<file path="src/rtl/udm_bus_arb_pkg.sv">
// Shared types and constants for the two-master bus arbiter.
// Latency: n/a (declarations only).
// Backpressure: n/a.
package udm_bus_arb_pkg;

    localparam int BUS_AW  = 32;
    localparam int BUS_DW  = 32;
    localparam int BUS_BEW = 4;

    // Returned to a master whose read was abandoned by the watchdog.
    localparam logic [BUS_DW-1:0] ERR_RDATA_DEFAULT = 32'hDEADC0DE;

    typedef enum logic [1:0] {
        IDLE      = 2'd0,
        GRANT     = 2'd1,
        WAIT_RESP = 2'd2
    } arb_state_t;

    // Request fields of one master, muxed as a unit toward the slave.
    typedef struct packed {
        logic              we;
        logic [BUS_AW-1:0] addr;
        logic [BUS_BEW-1:0] be;
        logic [BUS_DW-1:0] wdata;
    } bus_req_t;

endpackage

</file>
<file path="src/rtl/udm_rr_pick2.sv">
// Two-way round-robin picker: a lone requester wins, a tie goes to the master not granted last.
// Latency: purely combinational.
// Backpressure: none; the caller decides when to register the winner.
module udm_rr_pick2 (
    input  logic [1:0] req,
    input  logic       last_grant,
    output logic       valid,
    output logic       winner
);

    // Winner index: on a tie flip away from the previous grant, otherwise take whoever asks.
    always_comb begin
        valid  = |req;
        winner = (req == 2'b11) ? ~last_grant : req[1];
    end

endmodule

</file>
<file path="src/rtl/udm_bus_arb.sv">
// Shares one system bus between the UDM master (m0) and a second master (m1), holding the grant per transaction.
// Latency: request to s_req_o one cycle; ack/resp pass straight through; one IDLE cycle between transactions.
// Backpressure: masters hold req until ack; the loser stays pending; a watchdog ends reads the slave never answers.
module udm_bus_arb
    import udm_bus_arb_pkg::*;
#(
    parameter int unsigned       TIMEOUT_CYCLES = 1024,
    parameter logic [BUS_DW-1:0] ERR_RDATA      = ERR_RDATA_DEFAULT
) (
    input  logic               clk_i,
    input  logic               rst_i,
    input  logic               m0_req_i,
    input  logic               m0_we_i,
    input  logic [BUS_AW-1:0]  m0_addr_bi,
    input  logic [BUS_BEW-1:0] m0_be_bi,
    input  logic [BUS_DW-1:0]  m0_wdata_bi,
    output logic               m0_ack_o,
    output logic               m0_resp_o,
    output logic [BUS_DW-1:0]  m0_rdata_bo,
    input  logic               m1_req_i,
    input  logic               m1_we_i,
    input  logic [BUS_AW-1:0]  m1_addr_bi,
    input  logic [BUS_BEW-1:0] m1_be_bi,
    input  logic [BUS_DW-1:0]  m1_wdata_bi,
    output logic               m1_ack_o,
    output logic               m1_resp_o,
    output logic [BUS_DW-1:0]  m1_rdata_bo,
    output logic               s_req_o,
    output logic               s_we_o,
    output logic [BUS_AW-1:0]  s_addr_bo,
    output logic [BUS_BEW-1:0] s_be_bo,
    output logic [BUS_DW-1:0]  s_wdata_bo,
    input  logic               s_ack_i,
    input  logic               s_resp_i,
    input  logic [BUS_DW-1:0]  s_rdata_bi,
    output logic               err_o
);

    // Counter only has to reach TIMEOUT_CYCLES-1; it saturates instead of wrapping.
    localparam int CNT_W = (TIMEOUT_CYCLES > 1) ? $clog2(TIMEOUT_CYCLES) : 1;
    localparam logic [CNT_W-1:0] CNT_LAST = CNT_W'(TIMEOUT_CYCLES - 1);

    arb_state_t        state;
    arb_state_t        state_nxt;
    logic              sel;
    logic              last_grant;
    logic [CNT_W-1:0]  wd_cnt;
    logic              pick_vld;
    logic              pick_winner;
    logic              ack_vld;
    logic              resp_vld;
    logic [BUS_DW-1:0] resp_dat;
    logic              timeout_hit;
    bus_req_t          m0_fields;
    bus_req_t          m1_fields;
    bus_req_t          sel_fields;

    udm_rr_pick2 u_pick (
        .req        ({m1_req_i, m0_req_i}),
        .last_grant (last_grant),
        .valid      (pick_vld),
        .winner     (pick_winner)
    );

    assign m0_fields   = {m0_we_i, m0_addr_bi, m0_be_bi, m0_wdata_bi};
    assign m1_fields   = {m1_we_i, m1_addr_bi, m1_be_bi, m1_wdata_bi};
    assign sel_fields  = sel ? m1_fields : m0_fields;
    assign timeout_hit = (TIMEOUT_CYCLES != 0) && (wd_cnt == CNT_LAST);

    // FSM state register.
    always_ff @(posedge clk_i) begin
        if (rst_i) begin
            state <= IDLE;
        end else begin
            state <= state_nxt;
        end
    end

    // Grant owner, round-robin history and read watchdog counter.
    always_ff @(posedge clk_i) begin
        if (rst_i) begin
            sel        <= 1'b0;
            last_grant <= 1'b1;
            wd_cnt     <= '0;
        end else begin
            if (state == IDLE && pick_vld) begin
                sel <= pick_winner;
            end
            if (state == GRANT && s_ack_i) begin
                last_grant <= sel;
                wd_cnt     <= '0;
            end else if (state == WAIT_RESP && !resp_vld && wd_cnt != '1) begin
                wd_cnt <= wd_cnt + 1'b1;
            end
        end
    end

    // Next state, slave-side mux and master strobes steered to the owner only.
    always_comb begin
        state_nxt  = state;
        s_req_o    = 1'b0;
        s_we_o     = 1'b0;
        s_addr_bo  = '0;
        s_be_bo    = '0;
        s_wdata_bo = '0;
        ack_vld    = 1'b0;
        resp_vld   = 1'b0;
        resp_dat   = '0;
        err_o      = 1'b0;
        case (state)
            IDLE: begin
                if (pick_vld) begin
                    state_nxt = GRANT;
                end
            end
            GRANT: begin
                s_req_o    = 1'b1;
                s_we_o     = sel_fields.we;
                s_addr_bo  = sel_fields.addr;
                s_be_bo    = sel_fields.be;
                s_wdata_bo = sel_fields.wdata;
                if (s_ack_i) begin
                    ack_vld   = 1'b1;
                    state_nxt = sel_fields.we ? IDLE : WAIT_RESP;
                end
            end
            WAIT_RESP: begin
                if (s_resp_i) begin
                    resp_vld  = 1'b1;
                    resp_dat  = s_rdata_bi;
                    state_nxt = IDLE;
                end else if (timeout_hit) begin
                    resp_vld  = 1'b1;
                    resp_dat  = ERR_RDATA;
                    err_o     = 1'b1;
                    state_nxt = IDLE;
                end
            end
            default: state_nxt = IDLE;
        endcase
        m0_ack_o    = ack_vld & ~sel;
        m1_ack_o    = ack_vld & sel;
        m0_resp_o   = resp_vld & ~sel;
        m1_resp_o   = resp_vld & sel;
        m0_rdata_bo = (resp_vld && !sel) ? resp_dat : '0;
        m1_rdata_bo = (resp_vld && sel) ? resp_dat : '0;
    end

endmodule

</file>
<file path="config.mk">
export PLATFORM = sky130hd
export DESIGN_NAME = udm_bus_arb
export DESIGN_NICKNAME = d
export VERILOG_FILES = /design/src/rtl/udm_bus_arb_pkg.sv /design/src/rtl/udm_rr_pick2.sv /design/src/rtl/udm_bus_arb.sv
export SDC_FILE = /design/constraint.sdc
export NUM_CORES = 1
export LEC_CHECK = 0
export CAP_MARGIN = 20
export CORE_AREA = 2 2 122 124
export CTS_CLUSTER_DIAMETER = 30
export DETAILED_ROUTE_END_ITERATION = 6
export DIE_AREA = 0 0 124 126
export GPL_ROUTABILITY_DRIVEN = 0
export GPL_TIMING_DRIVEN = 1
export HOLD_SLACK_MARGIN = 0.06
export PLACE_DENSITY_LB_ADDON = 0.08
export SYNTH_ARGS = -nofsm -noshare
export SYNTH_HDL_FRONTEND = slang
export SYNTH_SLANG_ARGS = --single-unit
</file>
<file path="constraint.sdc">
create_clock -name clk_i -period 1.7 [get_ports clk_i]
set_input_delay 0.34 -clock clk_i [delete_from_list [all_inputs] [get_ports clk_i]]
set_output_delay 0.34 -clock clk_i [all_outputs]
set_load 0.01 [all_outputs]
</file>
======== Yosys cells after proc, flatten, opt, wreduce, memory -nomap -nowiden ========
Cells that the tools add are included.
word-level totals
  flip-flop bits (word level) ............. 14
  logic and storage cells ................. 56
  output and inout bits ................... 139
  input bits .............................. 176
operators by class
  bitwise logic cells ..................... 6
  add/subtract/negate cells ............... 1
  mux-type cells .......................... 25
  reduce and logical (&&, ||, !) cells .... 12
  equal/unequal tests ..................... 8
operator list
  operator                 count
  $mux W32                 7
  $mux W69                 1
  $add A10 B1 Y10 const B  1
  $eq A10 B10 Y1 const B   1
  $mux W1                  10
  $mux W2                  5
  $ne A10 B10 Y1 const B   1
  $logic_and A1 B1 Y1      6
  $pmux W2 S3              1
  $and A1 B1 Y1            4
  $eq A2 B2 Y1 const B     2
  $mux W4                  1
  $ne A2 B2 Y1 const B     2
  $reduce_or A2 Y1         2
  $ne A3 B3 Y1 const B     1
  $reduce_and A3 Y1        1
  $eq A2 B1 Y1 const B     1
  $logic_not A1 Y1         2
  $logic_not A2 Y1         1
  $not A1 Y1               2

======== Logic depth before layout (Yosys ltp) ========
Gate-level depths: netlist (run 1).
  depth in word-level cells ............... 7
  mapped depth ............................ 6
  mapped depth without buffers ............ 5

======== By module ========
A second synthesis (run 1) with hierarchy kept.
unflattened totals
  cells, all modules ...................... 331
  area total of the unflattened synthesis .. 2235.9 µm²
modules (own cells, without submodules)
  module        cells an instance  area an instance (µm²)  sequential area each (µm²)  times used
  udm_bus_arb   329                2222.1                  280.3                       1
  udm_rr_pick2  2                  13.8                    0.0                         1

======== Least setup slack after synthesis (run 1) ========
OpenSTA, ideal clock, no wires.
  path type ............................... register to output
  from .................................... reg wd_cnt[2]
  to ...................................... out m0_rdata_bo[28]
  setup slack ............................. -0.096 ns
  buffers on the path ..................... 2
  cell stages (with the launch flop) ...... 7
  data arrival time ....................... 1.456 ns
  cell sequence ........................... dfxtp_1 -> and4_4 -> nand3_2 -> or2_1 -> buf_6 -> buf_6 -> a21oi_1
between the ends
  cells in the longest elaborated chain, start to end .. 6
  elaborated cells on any way between the ends .. 9
  classes of those cells .................. 1 x eq/ne; 7 x mux; 1 x reduce/logical
ends and longest elaborated chain
  item                    line                source
  start, declared         udm_bus_arb.sv:47   logic [CNT_W-1:0] wd_cnt;
  start signal, assigned  udm_bus_arb.sv:93   wd_cnt <= wd_cnt + 1'b1;
  $eq A10 B10 Y1 *        udm_bus_arb.sv:68   assign timeout_hit = (TIMEOUT_CYCLES != 0) && (wd_cnt == CNT_LAST);
  $mux W1                 udm_bus_arb.sv:132  end else if (timeout_hit) begin
  $mux W1                 udm_bus_arb.sv:128  if (s_resp_i) begin
  $mux W1                 udm_bus_arb.sv:110  case (state)
  $logic_and A1 B1 Y1     udm_bus_arb.sv:145  m0_rdata_bo = (resp_vld && !sel) ? resp_dat : '0;
  $mux W32 *              udm_bus_arb.sv:145
  end, declared           udm_bus_arb.sv:19   output logic [BUS_DW-1:0] m0_rdata_bo,
Every way passes the cells marked *; elsewhere a longest branch is shown, timed or not.

======== Worst setup path after layout (run 1) ========
  from .................................... reg wd_cnt[5]
  to ...................................... out m1_rdata_bo[21]
between the ends
  cells in the longest elaborated chain, start to end .. 6
  elaborated cells on any way between the ends .. 9
  classes of those cells .................. 1 x eq/ne; 7 x mux; 1 x reduce/logical
ends and longest elaborated chain
  item                 line                source
  $eq A10 B10 Y1 *     udm_bus_arb.sv:68
  $mux W1              udm_bus_arb.sv:132
  $mux W1              udm_bus_arb.sv:128
  $mux W1              udm_bus_arb.sv:110
  $logic_and A1 B1 Y1  udm_bus_arb.sv:146  m1_rdata_bo = (resp_vld && sel) ? resp_dat : '0;
  $mux W32 *           udm_bus_arb.sv:146
  end, declared        udm_bus_arb.sv:27   output logic [BUS_DW-1:0] m1_rdata_bo,
Marked as above.

==> results.md, run 1 <==
* Final Max Slew Viols at 0
* Top layer reached by signal wires: met4
* Syn Nets at 514
* Async SR Flop Fraction at 0%
* Leakage at 3.15 nW
* RSZ-0062 raised after global routing: true
* Pre-Repair DR Iteration Count at 4
* RR Startpoint: state[0]
* R2R cell count at 6
* DRC Markers at 0
* Endpoints failing hold at 0
* Cell Area, Synth at 0.00227 mm^2
* Num ports at 315
* Largest net degree at the start of global routing at 19
* Num rows at 44
* DRT iter0 DRCs at 81
* Synth Flop Type: dfxtp_1
* Layout Nets at 919
* Setup slack, reg-to-reg at 130 ps
* Die W at 124 um
* Hold depth at 1
* Hold endpoint: last_grant
* Worst-margin pin slew at 345 ps
* Seq/Total Area, Yosys at 12.4%
* Cells after Synth at 337
* Clk Latency, worst-skew pair at 250 ps
* F_max at 506 MHz
* Register bit total from synthesis at 14
* Hold/Removal Path Class: flop to flop
* Core area at 0.0143 mm^2
* Peak VDD IR at 0.000263 V
* Kind of critical path: flop to primary output
* CTS hold repair buffers at 0
* Unique masters post-synth at 40
* Global-route wire length before repair at 22,700 um
* CTS root buf: clkbuf_16
* Worst path required time at 1360 ps
* Metal2 WL at 9680 um
* Hpwl dp at 12,100 um
* Period minus WS final at 1970 ps
* Setup Skew at 5.72 ps
* Vias in the first global route at 4,173
* CTS tree: done
* Total track usage at 19.1%
* Most common cell after layout, fill and taps aside: clkdlybuf4s50_1
* Crit-path max FO at 9
* Drt total wl at 17,000 um
* Die area at 0.0156 mm^2
* Clock sink total at 14
* Max-cap viol count at 0
* Via density at 4.38
* HP Start: last_grant
* Most frequent cells in the layout: clkdlybuf4s50_1 (174), buf_6 (87), buf_2 (80)
* YS warnings at 0
* # fillers at 1,356
* Vias after detailed routing at 4,054
* Final setup violation count at 114
* CTS Buf Count at 3
* Clock buffer depth at 2
* Share of layout cells above drive strength 1 at 52.6%
* CTS clock-pin slew for the worst setup and hold paths at 50 ps
* Crit. End Element: primary output
* DR WL/cell at 18.3 um
* Port bufs at 314
* N_diodes at 0
* Initial core utilization at 15.8%
* Met3 wire len at 1420 um
* Die Ht at 126 um
* Data arrival time of the worst path at 1630 ps
* Initial antenna violation count at 0
* Avg Inst Size Synth at 6.73 um^2
* CTS HTree Levels at 1
* Final period util at 116%
* Detail Route Antenna Nets at 0
* EDFF count, synth at 0
* Area grow syn2layout at 225%
* Status: finished with violations
* Grt total ovfl at 0
* Reg-to-reg endpoint: wd_cnt[3]
* PD cells at 350 mW/mm^2
* Startpoint types: flop
* Final WS setup at -275 ps
* Cells after DPL at 851
* Non-filler cells, final at 925
* Met1 WL at 5650 um
* Place WS at -724 ps
* Relative slew slack at 76.4%
* Failing checks: negative setup slack
-- per-stage QoR --
stage	hold slack [ps]	power, mW	util (%)	setup TNS [ps]	instance area [um^2]
detailed placement	465	1.63	42.1	-60180	6020
global route	495	2.70	51.5	-24030	7360
global placement	449	1.62	42.1	-57360	6020
CTS	477	2.38	46.5	-19950	6660
floorplan	412	0.772	-	-583	2350
finish	477	2.58	51.5	-16630	7360
-- sequential cells by signal (all words and copies together), names as in the netlist --
| name | count |
|---|---|
| wd_cnt | 10 |
| state | 2 |
| last_grant | 1 |
| sel | 1 |
-- synthesized netlist by cell type (2+ instances only) --
library cell | instances | share of area [%]
nand2_1 | 27 | 4.5
dfxtp_1 | 14 | 12
nor2b_1 | 2 | 0.55
nand4_1 | 3 | 0.83
a31oi_1 | 2 | 0.55
clkbuf_1 | 16 | 2.6
nor2_1 | 83 | 14
buf_6 | 3 | 1.5
mux2i_1 | 71 | 31
xor2_1 | 3 | 1.2
nand2b_1 | 2 | 0.55
nor3_1 | 4 | 0.88
and4_1 | 4 | 1.5
and2_1 | 27 | 7.5
buf_2 | 9 | 2.0
a21oi_1 | 41 | 9.1
and3_1 | 2 | 0.55
inv_1 | 2 | 0.33
-- worst max-delay path by stage --
stage / endpoint / slack, ps / from
finish: m1_rdata_bo[21] / -270 / wd_cnt[5]
CTS: m1_rdata_bo[21] / -280 / wd_cnt[5]
detailed placement: m0_rdata_bo[27] / -720 / s_resp_i
floorplan: m0_rdata_bo[28] / -20 / wd_cnt[6]
global placement: m0_rdata_bo[29] / -680 / s_resp_i
global route: m1_rdata_bo[18] / -340 / wd_cnt[6]
-- kinds of logic after synthesis --
family,count (synthesis),share of synthesized area [%]
AOI/OAI and AO/OA,51,12.7
xor gates and xnor gates,4,1.55
adders and majority gates,1,0.552
buffers and inverters,31,6.62
DFF,14,12.4
muxes,71,31.3
and+or+nand+nor,165,34.8
-- routing by layer --
layer  vias to the layer above  track usage (%)
met5                         -                0
met4                         0             4.30
met3                        13             4.08
met2                       199             40.1
met1                      1866             18.2
li1                       1976                -
-- critical path: stages (launching register included) --
cell	delay (ps)
dfxtp_2	330
and4_4	240
nand3_2	70
or2_4	290
clkbuf_16	190
a21oi_2	120
buf_4	140
-- where the power goes --
| part | switching (mW) | internal (mW) |
|---|---|---|
| combinational | 0.669 | 1.06 |
| clock | 0.143 | 0.357 |
| sequential | 0.0133 | 0.336 |
| total | 0.826 | 1.75 |
-- area by class of cell --
cell class / instances / area [um^2] / share of cell area [%]
sequential: 14 / 298 / 4.04
inverter: 2 / 7.51 / 0.102
clock buffer: 4 / 88.8 / 1.21
timing repair buffer: 428 / 4220 / 57.3
tap: 184 / 230 / 3.13
multi-input combinational: 293 / 2520 / 34.3
-- timing repair --
item                                    in CTS  in global routing
buffers inserted                            49                 20
cloned                                      14                  2
resized for setup                          665                178
endpoints found under the setup margin     146                139
pin swaps                                   24                 28
Power figures use the tool's default switching activity.
==> run 2, diff against run 1 <==
- ABC_CLOCK_PERIOD_IN_PS: not set -> 1700
- SKIP_CTS_REPAIR_TIMING: not set -> 1
==> results.md, run 2 (synthesis results as in run 1) <==
* Status: finished with violations
* Failing checks: negative setup slack
* RSZ-0062 raised after global routing: true
* Worst path required time at 1360 ps
* Total track usage at 16.2%
* Setup slack, reg-to-reg at -30 ps
* Slowest stage delay, CP at 330 ps
* Hpwl dp at 12,100 um
* Clk pwr share at 21.8%
* Pre-Repair DR Iteration Count at 4
* Detail Route Antenna Nets at 0
* Logic gate share of total power at 63.0%
* Core area at 0.0143 mm^2
* F_max at 492 MHz
* Die Ht at 126 um
* Clk Latency, worst-skew pair at 250 ps
* Most common cell after layout, fill and taps aside: clkdlybuf4s50_1
* Die area at 0.0156 mm^2
* Area grow syn2layout at 190%
* Worst path slowest cell: dfxtp_2
* Share of layout cells above drive strength 1 at 45.6%
* Port bufs at 314
* Period minus WS final at 2030 ps
* Internal at 1.56 mW
* Die W at 124 um
* RR Startpoint: state[0]
* Global-route wire length before repair at 19,400 um
* R2R cell count at 6
* CTS Buf Count at 3
* Endpoints failing hold at 0
* Vias after detailed routing at 3,949
* Grt total ovfl at 0
* Place WS at -724 ps
* Setup Skew at 5.57 ps
* Sw Ratio at 32.2%
* CTS HTree Levels at 1
* Crit. End Element: primary output
* Relative slew slack at 77.0%
* Startpoint types: flop
* Switching pwr at 0.740 mW
* Max-cap viol count at 0
* Final WS setup at -333 ps
* Sum Neg Setup Slack at -15,090 ps
* Most frequent cells in the layout: clkdlybuf4s50_1 (174), nor2_1 (73), mux2i_1 (66)
* Max reg flops at 10
* Drt total wl at 17,100 um
* Data arrival time of the worst path at 1690 ps
* Crit-path max FO at 7
* Clock sink total at 14
* DRT iter0 DRCs at 67
* Hold depth at 1
* DRC Markers at 0
* N_diodes at 0
* # fillers at 1,430
* Worst-margin pin slew at 336 ps
* Vias in the first global route at 3,667
* Cells along the critical path: and4_4 -> nand3_2 -> or2_4 -> clkbuf_16 -> a21oi_2 -> buf_2
* Largest net degree at the start of global routing at 37
* PD cells at 349 mW/mm^2
* Clock buffer depth at 2
* Kind of critical path: flop to primary output
* Final setup violation count at 71
* Reg with most FFs: wd_cnt
* Final Max Slew Viols at 0
* DR WL/cell at 19.2 um
* HP Start: last_grant
* CTS tree: done
* Biggest regs: wd_cnt x10, state x2
* Seq pwr share at 15.2%
* Via density at 4.42
* Hold endpoint: last_grant
* Initial core utilization at 15.8%
* CTS root buf: clkbuf_16
* Peak VDD IR at 0.000260 V
* Hold/Removal Path Class: flop to flop
* Initial antenna violation count at 0
* Layout Nets at 888
* Num rows at 44
* Leakage at 2.90 nW
* Num ports at 315
* Reg-to-reg endpoint: wd_cnt[3]
* Final period util at 120%
* CTS clock-pin slew for the worst setup and hold paths at 50 ps
run 2: cell types whose count changed in the layout (fill, tap and decap cells not counted), moves of 5 or more:
cell and delta:
buf_12 -10, buf_16 -5, buf_2 -34, buf_4 -6, buf_6 -48, clkbuf_16 +14
clkbuf_2 +55, mux2i_1 +16, mux2i_4 -16, nor2_1 +14, nor2_4 -17
run 2: how the worst max path moves through the flow:
| stage | cells past startpoint | from | slack (ps) | endpoint |
|---|---|---|---|---|
| 3_5_place_dp | 5 | s_resp_i | -720 | m0_rdata_bo[27] |
| 3_3_place_gp | 7 | s_resp_i | -680 | m0_rdata_bo[29] |
| 5_1_grt | 6 | wd_cnt[5] | -380 | m0_rdata_bo[30] |
| 2_1_floorplan | 6 | wd_cnt[6] | -20 | m0_rdata_bo[28] |
| 6_report | 6 | wd_cnt[5] | -330 | m1_rdata_bo[4] |
| 4_1_cts | 6 | wd_cnt[5] | -780 | m0_rdata_bo[27] |
run 2: area by class of cell:
cell class / count / area [um^2] / share of cell area [%]
Tap cell: 184 / 230 / 3.50
Timing Repair Buffer: 395 / 3740 / 56.9
Multi-Input combinational cell: 295 / 2210 / 33.6
Sequential cell: 14 / 300 / 4.56
Inverter: 2 / 7.51 / 0.114
Clock buffer: 4 / 88.8 / 1.35
run 2: layer usage:
| layer | vias up | share of wire [%] | track usage [%] |
|---|---|---|---|
| li1 | 1926 | - | - |
| met4 | 0 | 0.48 | 1.98 |
| met5 | - | 0 | 0 |
| met2 | 195 | 57 | 34.3 |
| met3 | 7 | 7.5 | 3.53 |
| met1 | 1821 | 35 | 15.7 |
run 2: power groups by stage:
stage	Combinational (mW)	Clock (mW)	Sequential (mW)
2_1_floorplan	0.424	0	0.348
3_3_place_gp	1.26	0	0.357
3_5_place_dp	1.27	0	0.357
4_1_cts	1.28	0.513	0.350
5_1_grt	1.53	0.528	0.350
6_report	1.45	0.501	0.349
run 2: worst max-delay path: cells and delay by family (launching register included):
family	cells	cell delay, ps
buffers and inverters	2	330
AOI/OAI and AO/OA	1	130
DFF	1	330
and+or+nand+nor	3	650
run 2: per-stage QoR:
| stage | cell area [um^2] | hold WS, ps | std cells | util, % | total power [mW] |
|---|---|---|---|---|---|
| after CTS | 6110 | 477 | 855 | 42.7 | 2.14 |
| after floorplan | 2350 | 412 | 337 | - | 0.772 |
| final | 6590 | 479 | 894 | 46.0 | 2.30 |
| after detailed placement | 6020 | 465 | 851 | 42.1 | 1.63 |
| after global routing | 6590 | 495 | 894 | 46.0 | 2.41 |
| after global placement | 6020 | 449 | 851 | 42.1 | 1.62 |
==> run 3, diff against run 2 <==
- ABC_AREA: not set -> 1
- CORE_AREA: 2 2 122 124 -> 2 2 121 123
- CTS_CLUSTER_SIZE: not set -> 25
- DIE_AREA: 0 0 124 126 -> 0 0 123 125
==> results.md, run 3 <==
* Grt total ovfl at 0
* Failing checks: negative setup slack
* Crit path launch: wd_cnt[0]
* Vias after detailed routing at 4,405
* CTS clock-pin slew for the worst setup and hold paths at 50 ps
* Worst-margin pin slew at 348 ps
* Vias in the first global route at 4,227
* Largest net degree at the start of global routing at 41
* Count leader, synth: nand2_1
* Area grow syn2layout at 189%
* Crit-path max FO at 5
* Reg with most FFs: wd_cnt
* Placed cell area at 0.00623 mm^2
* Crit. End Element: primary output
* RSZ-0062 raised after global routing: true
* Synth Flop Type: dfxtp_1
* N_diodes at 0
* Detail Route Antenna Nets at 0
* CTS tree: done
* Cells along the critical path: ha_4 -> inv_4 -> nor2_4 -> nand3b_4 -> nand2_4 -> nand3_4 -> buf_6 -> clkbuf_16 -> nor2_2 -> buf_2
* Async SR Flop Fraction at 0%
* Hold/Removal Path Class: flop to flop
* Reg-to-reg endpoint: wd_cnt[6]
* Setup Skew at 2.35 ps
* Kind of critical path: flop to primary output
* Syn Nets at 635
* Seq/Total Area, Yosys at 11.8%
* Relative slew slack at 76.8%
* Layout Nets at 1,017
* Max reg flops at 10
* Port bufs at 314
* Initial core utilization at 16.7%
* Power Total at 2.39 mW
* Post-synth top cells: nand2_1 (170), a21oi_1 (79), nor2_1 (73), inv_1 (30), nor3_2 (20)
* Cell area after layout at 0.00685 mm^2
* Via density at 4.31
* Final setup violation count at 134
* DRC Markers at 0
* Status: finished with violations
* Global-route wire length before repair at 21,500 um
* Clock buffer depth at 2
* Num ports at 315
* PD cells at 349 mW/mm^2
* CTS Buf Count at 3
* Biggest regs: wd_cnt x10, state x2
* Share of layout cells above drive strength 1 at 45.8%
* Clk Latency, worst-skew pair at 240 ps
* Die W at 123 um
* Die area at 0.0154 mm^2
* Yosys top cell by area: nand2_1
* Slowest stage delay, CP at 350 ps
* Yosys top cell area share at 26.9%
* Num rows at 44
* Cells after Synth at 458
* Register bit total from synthesis at 14
* Unique masters post-synth at 28
* Final core occ at 48.2%
* R2R cell count at 10
* Leakage at 3.30 nW
* Final period util at 126%
* Data arrival time of the worst path at 1810 ps
* Total track usage at 17.7%
* Endpoints failing hold at 0
* DRT iter0 DRCs at 87
* Avg Inst Size Synth at 5.17 um^2
* Worst path required time at 1360 ps
* CTS root buf: clkbuf_16
* Final WS setup at -446 ps
* CTS HTree Levels at 1
* Initial antenna violation count at 0
* Largest cells by area after synthesis: nand2_1 (27%), a21oi_1 (17%), dfxtp_1 (12%)
* CP Capture Point: m1_rdata_bo[4]
* Most common cell after layout, fill and taps aside: clkdlybuf4s50_1
* EDFF count, synth at 0
* Most frequent cells in the layout: clkdlybuf4s50_1 (174), nand2_1 (168), buf_2 (105)
* Drt total wl at 16,000 um
* RR Startpoint: wd_cnt[0]
* DR WL/cell at 15.7 um
* Final Max Slew Viols at 0
* Hpwl dp at 12,200 um
* Hold depth at 2
* Sum Neg Setup Slack at -35,230 ps
* Die Ht at 125 um
* Worst path slowest cell: dfxtp_2
* Max-cap viol count at 0
* Place WS at -808 ps
* Setup slack, reg-to-reg at 120 ps
* Peak VDD IR at 0.000271 V
* Cell Area, Synth at 0.00237 mm^2
* Clock sink total at 14
* Pre-Repair DR Iteration Count at 4
* F_max at 466 MHz
* Startpoint types: flop
* Period minus WS final at 2150 ps
* Core area at 0.0142 mm^2
* YS warnings at 0
## run 3: changes by cell type after synthesis, moves of 4 or more
cell / previous run / this run
a21oi_1: 41 / 79
and2_1: 27 / 0
and4_1: 4 / 0
inv_1: 2 / 30
mux2i_1: 71 / 1
nand2_1: 27 / 170
nand3_1: 1 / 6
nor2_1: 83 / 73
nor3_1: 4 / 8
nor3_2: 0 / 20
## run 3: worst min-delay path by stage
stage | startpoint | endpoint
after floorplan | rst_i | sel
after global placement | last_grant | last_grant
after detailed placement | last_grant | last_grant
after CTS | last_grant | last_grant
after global routing | state[0] | sel
final | last_grant | last_grant
## run 3: cell type report
cell class	count	area, um^2
fillers	1466	7360
repair buffers	409	3710
multi-input cells	380	2400
flip-flops and latches	14	288
well taps	184	230
inverters	32	135
clock buffers	4	88.8
## run 3: critical path: cells and delay by family, from the launching register on
family                   cells  cell delay, ps
buffers and inverters        4             500
adder cells (fa/ha/maj)      1             150
flip-flops                   1             350
AND/OR/NAND/NOR              5             570
## run 3: where the power goes
part / internal (mW) / switching (mW) / total [mW]
Combinational: 0.870 / 0.681 / 1.55
Sequential: 0.337 / 0.00763 / 0.345
Clock: 0.357 / 0.139 / 0.496
## run 3: logic make-up (layout without fill, tap and decap cells)
group                      count (synthesis)  count (layout)  share of synthesized area, %
DFF                                       14              14                          11.8
muxes                                      1               1                         0.422
adders and majority gates                  1               1                         0.528
AOI/OAI and AO/OA                         82              82                          17.4
xor gates and xnor gates                   4               4                          1.48
buffers and inverters                     65             445                          12.8
and+or+nand+nor                          291             292                          55.5
## run 3: metrics by stage
stage / std cells / hold WS [ps]
3_5_place_dp: 978 / 491
2_1_floorplan: 458 / 409
3_3_place_gp: 978 / 486
6_report: 1023 / 508
4_1_cts: 982 / 503
5_1_grt: 1023 / 570
## run 3: routing by layer
layer / up-vias / wire [um] / global-route usage [%]
met3: 14 / 1400 / 4.33
met2: 194 / 8630 / 35.3
met5: - / 0 / 0
li1: 2211 / - / -
met4: 0 / 246 / 4.01
met1: 1986 / 5760 / 18.0
